`config.mk`:
```
export PLATFORM = sky130hd
export DESIGN_NAME = sixteen_bit_adder
export DESIGN_NICKNAME = d
export VERILOG_FILES = /design/src/rtl/basic_comp_pkg.sv /design/src/rtl/four_bit_cla.sv /design/src/rtl/sixteen_bit_adder.sv
export SDC_FILE = /design/constraint.sdc
export NUM_CORES = 1
export LEC_CHECK = 0
export CAP_MARGIN = 10
export CORE_MARGIN = 3
export CORE_UTILIZATION = 40
export DETAILED_ROUTE_END_ITERATION = 7
export PLACE_DENSITY = 0.82
export SLEW_MARGIN = 20
export SYNTH_ARGS = -nofsm -noshare
export SYNTH_HDL_FRONTEND = slang
export SYNTH_HIERARCHICAL = 1
export SYNTH_SLANG_ARGS = --single-unit
```
`constraint.sdc`:
```
create_clock -name clk -period 5.55 [get_ports clk]
set_input_delay 1.11 -clock clk [delete_from_list [all_inputs] [get_ports clk]]
set_output_delay 1.11 -clock clk [all_outputs]
set_load 0.1 [all_outputs]
```
`src/rtl/basic_comp_pkg.sv`:
```
// Shared word/nibble sizing for the basic-computer datapath, plus the
// second-level carry-lookahead helper used by the adder.
package basic_comp_pkg;

  localparam int WORD_W   = 16;
  localparam int NIBBLE_W = 4;
  localparam int SLICES   = WORD_W / NIBBLE_W;

  typedef logic [WORD_W-1:0] word_t;
  typedef logic [SLICES-1:0] slice_vec_t;

  // Carry into slice idx from group P/G alone (carry into slice 0 is 0), in
  // flattened sum-of-products form so no slice waits on another's carry.
  function automatic logic carry_into(input slice_vec_t grp_p,
                                      input slice_vec_t grp_g,
                                      input int unsigned idx);
    logic c;
    logic term;
    c    = 1'b0;
    term = 1'b0;
    for (int unsigned j = 0; j < SLICES; j++) begin
      if (j < idx) begin
        term = grp_g[j];
        for (int unsigned k = 0; k < SLICES; k++) begin
          if ((k > j) && (k < idx)) begin
            term = term & grp_p[k];
          end else begin
            term = term;
          end
        end
        c = c | term;
      end else begin
        c = c;
      end
    end
    return c;
  endfunction

endpackage

```
`src/rtl/four_bit_cla.sv`:
```
// 4-bit carry-lookahead slice: sum, carry-out and group propagate/generate
// for the next lookahead level.
module four_bit_cla
  import basic_comp_pkg::*;
(
  input  logic [NIBBLE_W-1:0] a,
  input  logic [NIBBLE_W-1:0] b,
  input  logic                cin,
  output logic [NIBBLE_W-1:0] s,
  output logic                cout,
  output logic                grp_p,
  output logic                grp_g
);

  logic [NIBBLE_W-1:0] p_s;
  logic [NIBBLE_W-1:0] g_s;
  logic [NIBBLE_W-1:0] c_s;

  assign p_s = a ^ b;
  assign g_s = a & b;

  assign c_s[0] = cin;
  assign c_s[1] = g_s[0] | (p_s[0] & cin);
  assign c_s[2] = g_s[1] | (p_s[1] & g_s[0]) | (p_s[1] & p_s[0] & cin);
  assign c_s[3] = g_s[2] | (p_s[2] & g_s[1]) | (p_s[2] & p_s[1] & g_s[0])
                | (p_s[2] & p_s[1] & p_s[0] & cin);

  assign grp_g = g_s[3] | (p_s[3] & g_s[2]) | (p_s[3] & p_s[2] & g_s[1])
               | (p_s[3] & p_s[2] & p_s[1] & g_s[0]);
  assign grp_p = &p_s;
  assign cout  = grp_g | (grp_p & cin);

  assign s = p_s ^ c_s;

endmodule

```
`src/rtl/sixteen_bit_adder.sv`:
```
// Unsigned 16-bit adder built from 4-bit CLA slices and a second lookahead
// level, with a combinational result and a one-cycle registered copy.
module sixteen_bit_adder
  import basic_comp_pkg::*;
#(
  parameter int WIDTH = WORD_W
) (
  input  logic             clk,
  input  logic             rst,
  input  logic [WIDTH-1:0] sixteenbitinput1,
  input  logic [WIDTH-1:0] sixteenbitinput2,
  output logic [WIDTH-1:0] sixteenbitsum,
  output logic             sixteenbitcarry_out,
  output logic [WIDTH-1:0] sum_q,
  output logic             carry_q
);

  localparam int N = WIDTH / NIBBLE_W;

  slice_vec_t     grp_p_s;
  slice_vec_t     grp_g_s;
  logic [N:0]     carry_s;
  // Slice carry-outs duplicate the lookahead carries and are left unused.
  logic [N-1:0]   cout_unused_s;

  genvar i;
  generate
    for (i = 0; i < N; i++) begin : g_slice
      four_bit_cla u_cla (
        .a     (sixteenbitinput1[i*NIBBLE_W +: NIBBLE_W]),
        .b     (sixteenbitinput2[i*NIBBLE_W +: NIBBLE_W]),
        .cin   (carry_s[i]),
        .s     (sixteenbitsum[i*NIBBLE_W +: NIBBLE_W]),
        .cout  (cout_unused_s[i]),
        .grp_p (grp_p_s[i]),
        .grp_g (grp_g_s[i])
      );
    end
  endgenerate

  // Second-level lookahead: every slice carry straight from group P/G.
  always_comb begin
    carry_s = '0;
    for (int unsigned k = 0; k <= N; k++) begin
      carry_s[k] = carry_into(grp_p_s, grp_g_s, k);
    end
  end

  assign sixteenbitcarry_out = carry_s[N];

  // Pipeline register for consumers that want the result one cycle later.
  always_ff @(posedge clk) begin
    if (rst) begin
      sum_q   <= {WIDTH{1'b0}};
      carry_q <= 1'b0;
    end else begin
      sum_q   <= sixteenbitsum;
      carry_q <= sixteenbitcarry_out;
    end
  end

endmodule

```
==> impl_summary.md, run 1 <==
Outcome
The run finished with clean final reports.

Power and ir drop
IR analysis of the VDD net gives a maximum drop of 0.0001606 V. The combinational group share of total power is 72.5%. The internal power of the cells is 0.0003128 W. For this design the total switching power over the nets is 0.0004385 W. The ratio of total power to cell area is 376.9 nW/um^2. The portion of total power attributed to sequential cells is 19.0%.

The leakage power of the design is 0.9330 nW. The sum of internal, switching and leakage power is 0.0007513 W. The clock network is responsible for 8.5% of the overall power. Net switching is 58.36% of the power.

Critical path
The largest driver fanout on the critical path is 4. The critical path launch point is sixteenbitinput1[1]. The instance count on the critical path is 12.

The element type at the critical path start is an input pin. The cell that appears most often on the critical path is sky130_fd_sc_hd__a21o_1. The slowest stage of the critical path belongs to the cell sky130_fd_sc_hd__clkdlybuf4s50_1. The classification of the worst setup path is in2out. The cell family contributing the most delay on the critical path is compound AO/OA/AOI/OAI gates. Data arrives at the worst endpoint at 3760 ps.

On the worst path, the slowest cell contributes a delay of 410 ps. The number of buffers and inverters on the critical path is 3. For the worst setup path, the data required time is 4440 ps. STA classifies the critical path endpoint as a primary output. The critical path goes through clkdlybuf4s50_1 > ha_1 > a21oi_1 > o21bai_1 > a21o_1 > a21oi_2 > inv_2 > a21o_1 > a21o_1 > a21oi_1 > xnor2_1 > buf_12.

STA
The actual transition at the worst max-transition pin is 998.9 ps. Subtracting the final worst setup slack from the clock period gives 4871 ps. Setup violations remaining at the end of the flow were counted as 0. Measured against its own limit, the worst slew margin works out to 33.20%. The highest clock rate is 0.2053 GHz. The final cycle utilization of the critical path is 87.76%. The number of hold violations in the final report is 0. Setup repair after global routing left no endpoint under its margin. The final number of max-transition violations is 0. After routing, the total negative slack on setup checks comes to 0 ps.

CTS
The hold buffer count at cts is 0. The clock edge transition at the registers on the reported setup and hold paths is 90 ps. The CTS tree is done. Clock tree synthesis inserted a total of 3 buffers. The number of gates resized after cts is 0. The longest clock path from root to sink contains 2 buffers. The number of sinks handled by clock tree synthesis is 17.

The post-CTS setup buffer count is 0. The root buffer cell chosen for the clock tree is sky130_fd_sc_hd__clkbuf_4. CTS built an H-tree with a depth of 1.

Die
The placeable core area is 2853 um^2. The initial standard-cell utilization of the core is 43.51%. The initialized floorplan defines 19 standard-cell rows. The die covers 3808 um^2.

Measured along the y axis, the die boundary spans 61.71 um. In this run the count of I/O pins placed on the die edge is 68. In this run the horizontal extent of the chip is 61.71 um.

Finish
The number of fill cells in the layout is 233. The most frequent standard cell in the layout excluding fill and tap cells is sky130_fd_sc_hd__clkdlybuf4s50_1. The final layout contains 255 nets.

The library cells used most frequently in the layout, excluding fill and tap cells, are 50 x sky130_fd_sc_hd__clkdlybuf4s50_1, 20 x sky130_fd_sc_hd__inv_1, 17 x sky130_fd_sc_hd__dfxtp_1, 16 x sky130_fd_sc_hd__ha_1, 12 x sky130_fd_sc_hd__buf_4. The share of final-layout standard cells stronger than drive strength 1 is 17.00%. The count of antenna diodes in the layout is 0. The post-route cell area is 1993 um^2. Once layout is complete, the utilization of the core stands at 69.87%.

The area added between synthesis and finish is 60.58%.

Global route
The first global-routing pass estimated 4.740 mm of wire. The via count of the first global-routing pass came to 1,128. The total overflow reported by the global router is 0.

The maximum number of pins on one net before global-route repair is 20. The number of antenna violations at the first check in global routing is 0. In the global route stage, overall resource usage came out at 16.38%.

Place
Summing all placed instances gives a cell area of 1967 um^2. Detailed placement finished with a half-perimeter wire length of 2.674 mm. The final RePlAce weighted congestion is 0.7641. The number of buffers added on ports is 67.

Drt
After the first detailed-routing iteration, the DRC count stood at 21. After detailed routing, the average wire length per cell comes to 13.24 um. Once detail routing completed, the nets flagged for antenna violations numbered 0. Summed over all layers, the routed wires come to 3.059 mm. The routed layout has 1,151 vias. The mean number of vias per cell is 4.983.

The iteration count of the initial detailed-routing pass is 4. For this run, design rule violations remaining after detail routing come to 0.

Worst hold path
The path class of the tightest hold or removal check is in2reg. The instance count along the most critical hold path is 5. The startpoint identified for the worst hold timing path is sixteenbitinput2[15].

Logic synthesis
For this run, the number of Yosys warnings is 6. The cell count after synthesis is 128. Dividing the synthesized area by the synthesized cell count gives 9.697 um^2. In this run the cell area of the synthesized design comes to 1241 um^2.

Run
The reported max-cap violation count is 0.
[final cells by class]
class	count	area (um^2)	share of cell area [%]
Sequential cell	17	340.3	17.07
Inverter	21	78.83	3.955
Clock buffer	4	26.28	1.318
Multi-Input combinational cell	91	818.3	41.05
Tap cell	31	38.79	1.946
Timing Repair Buffer	67	690.7	34.65
[per-layer routing]
layer | up-vias | global-route usage [%] | wire, um
met1 | 525 | 18.84 | 1307
met5 | - | 0 | 0
met4 | 0 | 4.848 | 40
met2 | 48 | 31.24 | 1494
li1 | 573 | - | -
met3 | 5 | 2.066 | 216
[stage by stage]
| step | cells | worst slack, ps | hold WS (ps) |
|---|---|---|---|
| 3_5_place_dp | 227 | 671.4 | 1993 |
| 2_1_floorplan | 130 | 291.5 | 1182 |
| 3_3_place_gp | 227 | 777.5 | 1959 |
| 5_1_grt | 231 | 490.1 | 1715 |
| 4_1_cts | 231 | 665.8 | 1685 |
| 6_report | 231 | 679.3 | 1684 |
[final timing paths]
path,slack (ps),endpoint
worst min-delay path,1680,carry_q$_SDFF_PP0_
worst max-delay path,680,sixteenbitsum[14]
[state kept, by name, summed over array words and instances (netlist names)]
register,flops
carry_q,1
sum_q,16
[power by group through the flow]
stage                     Clock (W)  Sequential (W)  Combinational, W
after floorplan                   0        0.000266          0.000283
after CTS                 0.0000666        0.000143          0.000547
after global routing      0.0000726        0.000144          0.000566
after detailed placement          0        0.000146          0.000546
final                     0.0000641        0.000143          0.000545
after global placement            0        0.000145          0.000541
No activity file was read; power rests on OpenSTA's default activity.
==> inputs of run 2 (changes only) <==
==> constraint.sdc (replaced) <==
create_clock -name clk -period 5.55 [get_ports clk]
set_input_delay 0.555 -clock clk [delete_from_list [all_inputs] [get_ports clk]]
set_output_delay 0.555 -clock clk [all_outputs]
set_load 0.1 [all_outputs]
==> run 2 against run 1 <==
Compared with the run above: die area unchanged; design area down 1.8%; maximum frequency up 13%; via count down 0.35%; flip-flop and latch count unchanged; global-route usage down 0.071 points; final cell count unchanged; highest routed layer unchanged.
==> impl_summary.md, run 2 (same netlist as run 1, synthesis figures left out) <==
Outcome
Outcome: finished, final reports clean (unchanged).

Die
The number of primary I/O pins is 68 (unchanged). The area enclosed by the die boundary is 3808 um^2 (unchanged). The placeable core area is 2853 um^2 (unchanged). The initial standard-cell utilization of the core is 43.51% (unchanged). The die width came to 61.71 um (unchanged). The floorplan die height is 61.71 um (unchanged). The number of core rows is 19 (unchanged).

Finish
The number of flip-flops in the largest register is 16 (unchanged). The area added between synthesis and finish was 57.76% (was 60.58%). The most frequent standard cell in the layout excluding fill and tap cells is sky130_fd_sc_hd__clkdlybuf4s50_1 (unchanged). Commonest cells after routing, fill and taps aside: 61 x sky130_fd_sc_hd__clkdlybuf4s50_1, 20 x sky130_fd_sc_hd__inv_1, 17 x sky130_fd_sc_hd__dfxtp_1, 16 x sky130_fd_sc_hd__ha_1, 11 x sky130_fd_sc_hd__nor2b_1 (was 50 x sky130_fd_sc_hd__clkdlybuf4s50_1, 20 x sky130_fd_sc_hd__inv_1, 17 x sky130_fd_sc_hd__dfxtp_1, 16 x sky130_fd_sc_hd__ha_1, 12 x sky130_fd_sc_hd__buf_4). The count of antenna diodes in the layout is 0 (unchanged). The largest register by flop count is sum_q (unchanged). Biggest registers after layout: sum_q (16), carry_q (1) (unchanged). The fraction of the core area covered by cells at the end of the flow is 68.64% (was 69.87%). The total number of nets in the final design is 255 (unchanged). The share of final-layout standard cells stronger than drive strength 1 is 11.50% (was 17.00%).

Critical path
The most repeated library cell on the critical path is sky130_fd_sc_hd__clkdlybuf4s50_1 (was sky130_fd_sc_hd__a21o_1). The largest driver fanout on the critical path was 4 (unchanged). Series of cell instances along the critical path: clkdlybuf4s50_1 > ha_1 > a21oi_1 > o21bai_1 > a21o_1 > a21oi_2 > inv_2 > a41oi_2 > o21ai_2 > xor2_1 > clkdlybuf4s50_1 (was clkdlybuf4s50_1 > ha_1 > a21oi_1 > o21bai_1 > a21o_1 > a21oi_2 > inv_2 > a21o_1 > a21o_1 > a21oi_1 > xnor2_1 > buf_12).

The element type at the critical path start is an input pin (unchanged). The required arrival time at the worst endpoint was 4990 ps (was 4440 ps). The delay of the slowest cell on the worst path is 1160 ps (was 410 ps). The arrival time at the worst endpoint was 3750 ps (was 3760 ps). The slowest cell on the critical path is sky130_fd_sc_hd__clkdlybuf4s50_1 (unchanged). The endpoint type of the worst setup path is a primary output (unchanged). The classification of the worst setup path is in2out (unchanged).

Place
The post-detailed-placement half-perimeter wirelength was 2.628 mm (was 2.674 mm). The final RePlAce weighted congestion came to 0.7480 (was 0.7641). The minimum setup slack after placement came to 1240 ps (was 671.4 ps). The number of buffers added on ports is 67 (unchanged).

STA
The shortest period the worst path allows is 4305 ps (was 4871 ps). The final number of max-transition violations came to 0 (unchanged). The highest clock rate came to 0.2323 GHz (was 0.2053 GHz). The number of setup violations in the final report came to 0 (unchanged). The worst path setup slack after routing is 1245 ps (was 679.3 ps).

The final cycle utilization of the critical path is 77.56% (was 87.76%). The actual transition at the worst max-transition pin is 996.9 ps (was 998.9 ps). The worst slew margin relative to its limit came to 33.33% (was 33.20%). The final total negative setup slack is 0 ps (unchanged). The number of hold violations in the final report came to 0 (unchanged). Unrepaired setup endpoints after global routing: no (unchanged).

Power and ir drop
The leakage power of the design is 0.9000 nW (was 0.9330 nW). The sum of internal, switching and leakage power is 0.0007279 W (was 0.0007513 W). The worst ir drop on vdd is 0.0001917 V (was 0.0001606 V). The ratio of total power to cell area is 371.7 nW/um^2 (was 376.9 nW/um^2).

Worst hold path
The sink of the worst hold path is carry_q$_SDFF_PP0_ (unchanged). The worst min-delay path category was in2reg (unchanged). The instance count along the most critical hold path was 5 (unchanged). The start point of the worst hold path is sixteenbitinput2[15] (unchanged).

CTS
The hold buffer count at cts is 0 (unchanged). The H-tree depth reported by CTS is 1 (unchanged). The number of sinks handled by clock tree synthesis was 17 (unchanged). The maximum clock path buffer count is 2 (unchanged). The cell at the root of the clock tree is sky130_fd_sc_hd__clkbuf_4 (unchanged).

The CTS tree is done (unchanged). The total clock buffers created by CTS is 3 (unchanged). The number of gates resized after cts was 0 (unchanged). The clock edge transition at the registers on the reported setup and hold paths came to 80 ps (was 90 ps). The post-CTS setup buffer count came to 0 (unchanged).

Global route
The number of antenna violations at the first check in global routing is 0 (unchanged). The via count of the first global-routing pass is 1,160 (was 1,128). The total overflow reported by the global router is 0 (unchanged). The first-pass GRT wire length is 4.740 mm (unchanged). The maximum number of pins on one net before global-route repair is 20 (unchanged).

The combined global-route utilization of all metal layers was 16.31% (was 16.38%).

Drt
The iteration count of the initial detailed-routing pass is 4 (unchanged). The total detailed-routing wirelength came to 2.939 mm (was 3.059 mm). The remaining routing DRC violations is 0 (unchanged). The number of nets with antenna violations after detailed routing is 0 (unchanged). The mean number of vias per cell is 4.965 (was 4.983). The first-iteration detailed-routing DRC count is 16 (was 21). The vias after detailed routing was 1,147 (was 1,151). The wire length per cell after detailed routing came to 12.72 um (was 13.24 um).

Run
The reported max-cap violation count is 0 (unchanged).
run 2: cell count changes in the layout (fill, tap and decap cells not counted), sizes merged:
cell           before  now
clkdlybuf4s50      50   61
buf                17    6
run 2: layout make-up:
| type | instances | area, um^2 |
|---|---|---|
| Fill cell | 230 | 894.6 |
| Multi-Input combinational cell | 91 | 818.3 |
| Sequential cell | 17 | 340.3 |
| Timing Repair Buffer | 67 | 655.6 |
| Tap cell | 31 | 38.79 |
| Clock buffer | 4 | 26.28 |
| Inverter | 21 | 78.83 |
run 2: per-layer routing:
metal  share of wire, %  global-route usage (%)
met3                8.4                   2.686
met2                 50                   30.34
met1                 40                   18.12
met5                  0                       0
met4                2.0                   6.970
run 2: how the worst max path moves through the flow:
stage	from	endpoint	cells after the start
4_1_cts	sixteenbitinput1[1]	sixteenbitsum[11]	11
5_1_grt	sixteenbitinput1[1]	sixteenbitsum[9]	11
3_3_place_gp	sixteenbitinput1[1]	sixteenbitsum[9]	11
2_1_floorplan	sixteenbitinput1[1]	sixteenbitsum[13]	10
3_5_place_dp	sixteenbitinput1[1]	sixteenbitsum[11]	11
6_report	sixteenbitinput1[1]	sixteenbitsum[11]	11
run 2: report_power, final:
| group | switching [W] | internal (W) | total (W) |
|---|---|---|---|
| Sequential | 0.00000371 | 0.000138 | 0.000142 |
| Combinational | 0.000393 | 0.000132 | 0.000524 |
| Clock | 0.0000337 | 0.0000279 | 0.0000616 |
run 2: metrics by stage:
step | std cells | hold slack (ps) | cell area (um^2)
3_3_place_gp | 227 | 1400 | 1932
2_1_floorplan | 130 | 626.6 | 1249
5_1_grt | 231 | 1169 | 1958
3_5_place_dp | 227 | 1424 | 1932
6_report | 231 | 1133 | 1958
4_1_cts | 231 | 1121 | 1958
run 2: worst max-delay path: cells and delay by family:
family	cells	cell delay [ps]
AOI/OAI and AO/OA	6	1000
xor gates and xnor gates	1	180
buffers and inverters	3	1660
adders and majority gates	1	350
==> inputs of run 3 (changes only) <==
--- a/config.mk
+++ b/config.mk
@@ -7,9 +7,9 @@
 export LEC_CHECK = 0
 export CAP_MARGIN = 10
 export CORE_MARGIN = 3
-export CORE_UTILIZATION = 40
+export CORE_UTILIZATION = 39
 export DETAILED_ROUTE_END_ITERATION = 7
-export PLACE_DENSITY = 0.82
+export PLACE_DENSITY = 0.8
 export SLEW_MARGIN = 20
 export SYNTH_ARGS = -nofsm -noshare
 export SYNTH_HDL_FRONTEND = slang
==> constraint.sdc (replaced) <==
create_clock -name clk -period 4.35 [get_ports clk]
set_input_delay 0.435 -clock clk [delete_from_list [all_inputs] [get_ports clk]]
set_output_delay 0.435 -clock clk [all_outputs]
set_load 0.1 [all_outputs]
==> run 3 against run 2 <==
Compared with the run above: wire length grew 1.5%; first-iteration DRC count is 31% higher; combinational power increased by 29%; sequential power rose by 28%; flip-flop and latch count stayed put; clock power is 39% higher; count of clock-buffer cells in the layout did not move; final cell count grew 4.8%; critical path depth is 1 higher; largest cell class unchanged.
==> impl_summary.md, run 3 (same netlist as run 1, synthesis figures left out) <==
CTS
The hold buffer count at cts is 0 (unchanged). The maximum clock path buffer count is 2 (unchanged). The clock edge transition at the registers on the reported setup and hold paths is 100 ps (was 80 ps). The total clock buffers created by CTS is 3 (unchanged). The cell at the root of the clock tree is sky130_fd_sc_hd__clkbuf_4 (unchanged). The CTS tree is done (unchanged). The post-CTS setup buffer count is 0 (unchanged). The H-tree depth reported by CTS was 1 (unchanged).

The number of sinks handled by clock tree synthesis is 17 (unchanged). The number of gates resized after cts is 0 (unchanged).

Global route
The maximum number of pins on one net before global-route repair came to 20 (unchanged). The combined global-route utilization of all metal layers is 16.17% (was 16.31%). The total overflow reported by the global router is 0 (unchanged). The number of antenna violations at the first check in global routing came to 0 (unchanged). The via count of the first global-routing pass is 1,233 (was 1,160).

The first-pass GRT wire length is 5.257 mm (was 4.740 mm).

Finish
Biggest registers after layout: sum_q (16), carry_q (1) (unchanged). The number of flip-flops in the largest register is 16 (unchanged). The largest register by flop count is sum_q (unchanged). The total number of nets in the final design was 255 (unchanged). The area added between synthesis and finish is 58.87% (was 57.76%). The most frequent standard cell in the layout excluding fill and tap cells was sky130_fd_sc_hd__clkdlybuf4s50_1 (unchanged). The share of final-layout standard cells stronger than drive strength 1 came to 16.50% (was 11.50%). Commonest cells after routing, fill and taps aside: 51 x sky130_fd_sc_hd__clkdlybuf4s50_1, 20 x sky130_fd_sc_hd__inv_1, 17 x sky130_fd_sc_hd__dfxtp_1, 16 x sky130_fd_sc_hd__ha_1, 14 x sky130_fd_sc_hd__buf_4 (was 61 x sky130_fd_sc_hd__clkdlybuf4s50_1, 20 x sky130_fd_sc_hd__inv_1, 17 x sky130_fd_sc_hd__dfxtp_1, 16 x sky130_fd_sc_hd__ha_1, 11 x sky130_fd_sc_hd__nor2b_1). The count of antenna diodes in the layout came to 0 (unchanged).

STA
The final number of max-transition violations is 0 (unchanged). Unrepaired setup endpoints after global routing: no (unchanged). Dividing the final minimum period by the clock period gives 80.20%. The number of setup violations in the final report is 0 (unchanged). The final total negative setup slack is 0 ps (unchanged).

The number of hold violations in the final report was 0 (unchanged). The worst slew margin relative to its limit is 33.21% (was 33.33%). The worst path setup slack after routing came to 861.4 ps (was 1245 ps). For this run, the top clock speed supported by timing is 0.2866 GHz. The actual transition at the worst max-transition pin was 998.8 ps (was 996.9 ps).

The shortest period the worst path allows is 3489 ps.

Critical path
The classification of the worst setup path is in2out (unchanged). The cell family contributing the most delay on the critical path is compound AO/OA/AOI/OAI gates (was buffers and inverters). The count of buffering cells on the critical path with inverters included is 5 (was 3). The required arrival time at the worst endpoint came to 3910 ps (was 4990 ps). The arrival time at the worst endpoint came to 3050 ps (was 3750 ps). The element type at the critical path start is an input pin (unchanged).

The largest driver fanout on the critical path is 4 (unchanged). The endpoint type of the worst setup path is a primary output (unchanged). The delay of the slowest cell on the worst path is 410 ps (was 1160 ps). The slowest cell on the critical path is sky130_fd_sc_hd__clkdlybuf4s50_1 (unchanged). Series of cell instances along the critical path: clkdlybuf4s50_1 > ha_1 > a21oi_1 > o21bai_1 > a21o_1 > a21oi_2 > inv_2 > a21o_1 > inv_1 > fa_1 > inv_1 > buf_12 (was clkdlybuf4s50_1 > ha_1 > a21oi_1 > o21bai_1 > a21o_1 > a21oi_2 > inv_2 > a41oi_2 > o21ai_2 > xor2_1 > clkdlybuf4s50_1).

Worst hold path
The worst min-delay path category is in2reg (unchanged).

Drt
The total detailed-routing wirelength is 2.982 mm (was 2.939 mm). The first-iteration detailed-routing DRC count was 21 (was 16). The vias after detailed routing is 1,157 (was 1,147). The iteration count of the initial detailed-routing pass is 4 (unchanged). The mean number of vias per cell is 4.781 (was 4.965).

The number of nets with antenna violations after detailed routing was 0 (unchanged). The remaining routing DRC violations is 0 (unchanged). The wire length per cell after detailed routing is 12.32 um (was 12.72 um).

Outcome
Outcome: finished, final reports clean (unchanged).

Place
The final RePlAce weighted congestion came to 0.8141 (was 0.7480). The post-detailed-placement half-perimeter wirelength came to 2.550 mm (was 2.628 mm). The number of buffers added on ports is 67 (unchanged). The minimum setup slack after placement came to 849.6 ps (was 1240 ps).

Power and ir drop
The leakage power of the design is 0.9183 nW (was 0.9000 nW). The worst ir drop on vdd is 0.0002959 V (was 0.0001917 V). The ratio of total power to cell area is 477.9 nW/um^2 (was 371.7 nW/um^2).

Die
The die width is 62.42 um (was 61.71 um). The number of primary I/O pins is 68 (unchanged). The placeable core area is 2900 um^2 (was 2853 um^2). The initial standard-cell utilization of the core is 42.80% (was 43.51%). The number of core rows is 19 (unchanged). The area enclosed by the die boundary is 3896 um^2 (was 3808 um^2). The floorplan die height came to 62.42 um (was 61.71 um).

Run
The reported max-cap violation count is 0 (unchanged).
run 3: final timing paths:
check,end,cells past startpoint,slack [ps],from
setup / recovery,sixteenbitsum[12],12,860,sixteenbitinput1[1]
hold / removal,carry_q$_SDFF_PP0_,5,990,sixteenbitinput2[15]
run 3: stage by stage:
stage | hold WS, ps | cells | total power (W) | instance area [um^2] | util (%)
final | 994.5 | 242 | 0.0009424 | 1972 | 67.99
after floorplan | 506.6 | 130 | 0.0007012 | 1249 | -
after global routing | 1045 | 242 | 0.0009792 | 1972 | 67.99
after detailed placement | 1307 | 238 | 0.0008624 | 1946 | 67.08
after global placement | 1295 | 238 | 0.0008562 | 1946 | 67.08
after CTS | 995.6 | 242 | 0.0009491 | 1972 | 67.99
run 3: where the power goes:
| group | internal [W] | switching (W) | total (W) |
|---|---|---|---|
| Clock | 0.0000356 | 0.0000502 | 0.0000858 |
| Sequential | 0.000177 | 0.00000499 | 0.000182 |
| Combinational | 0.000172 | 0.000503 | 0.000675 |
| Total | 0.000384 | 0.000559 | 0.000942 |
run 3: final cells by class:
cell class	count	area [um^2]
Tap cell	42	52.55
Timing Repair Buffer	67	655.6
Clock buffer	4	26.28
Multi-Input combinational cell	91	818.3
Sequential cell	17	340.3
Fill cell	245	928.4
Inverter	21	78.83
run 3: per-layer routing:
layer  wire length (um)  track usage, %
met1               1179           16.80
met2               1521           30.23
met3                236           4.496
met4                 44           6.612
met5                  0               0
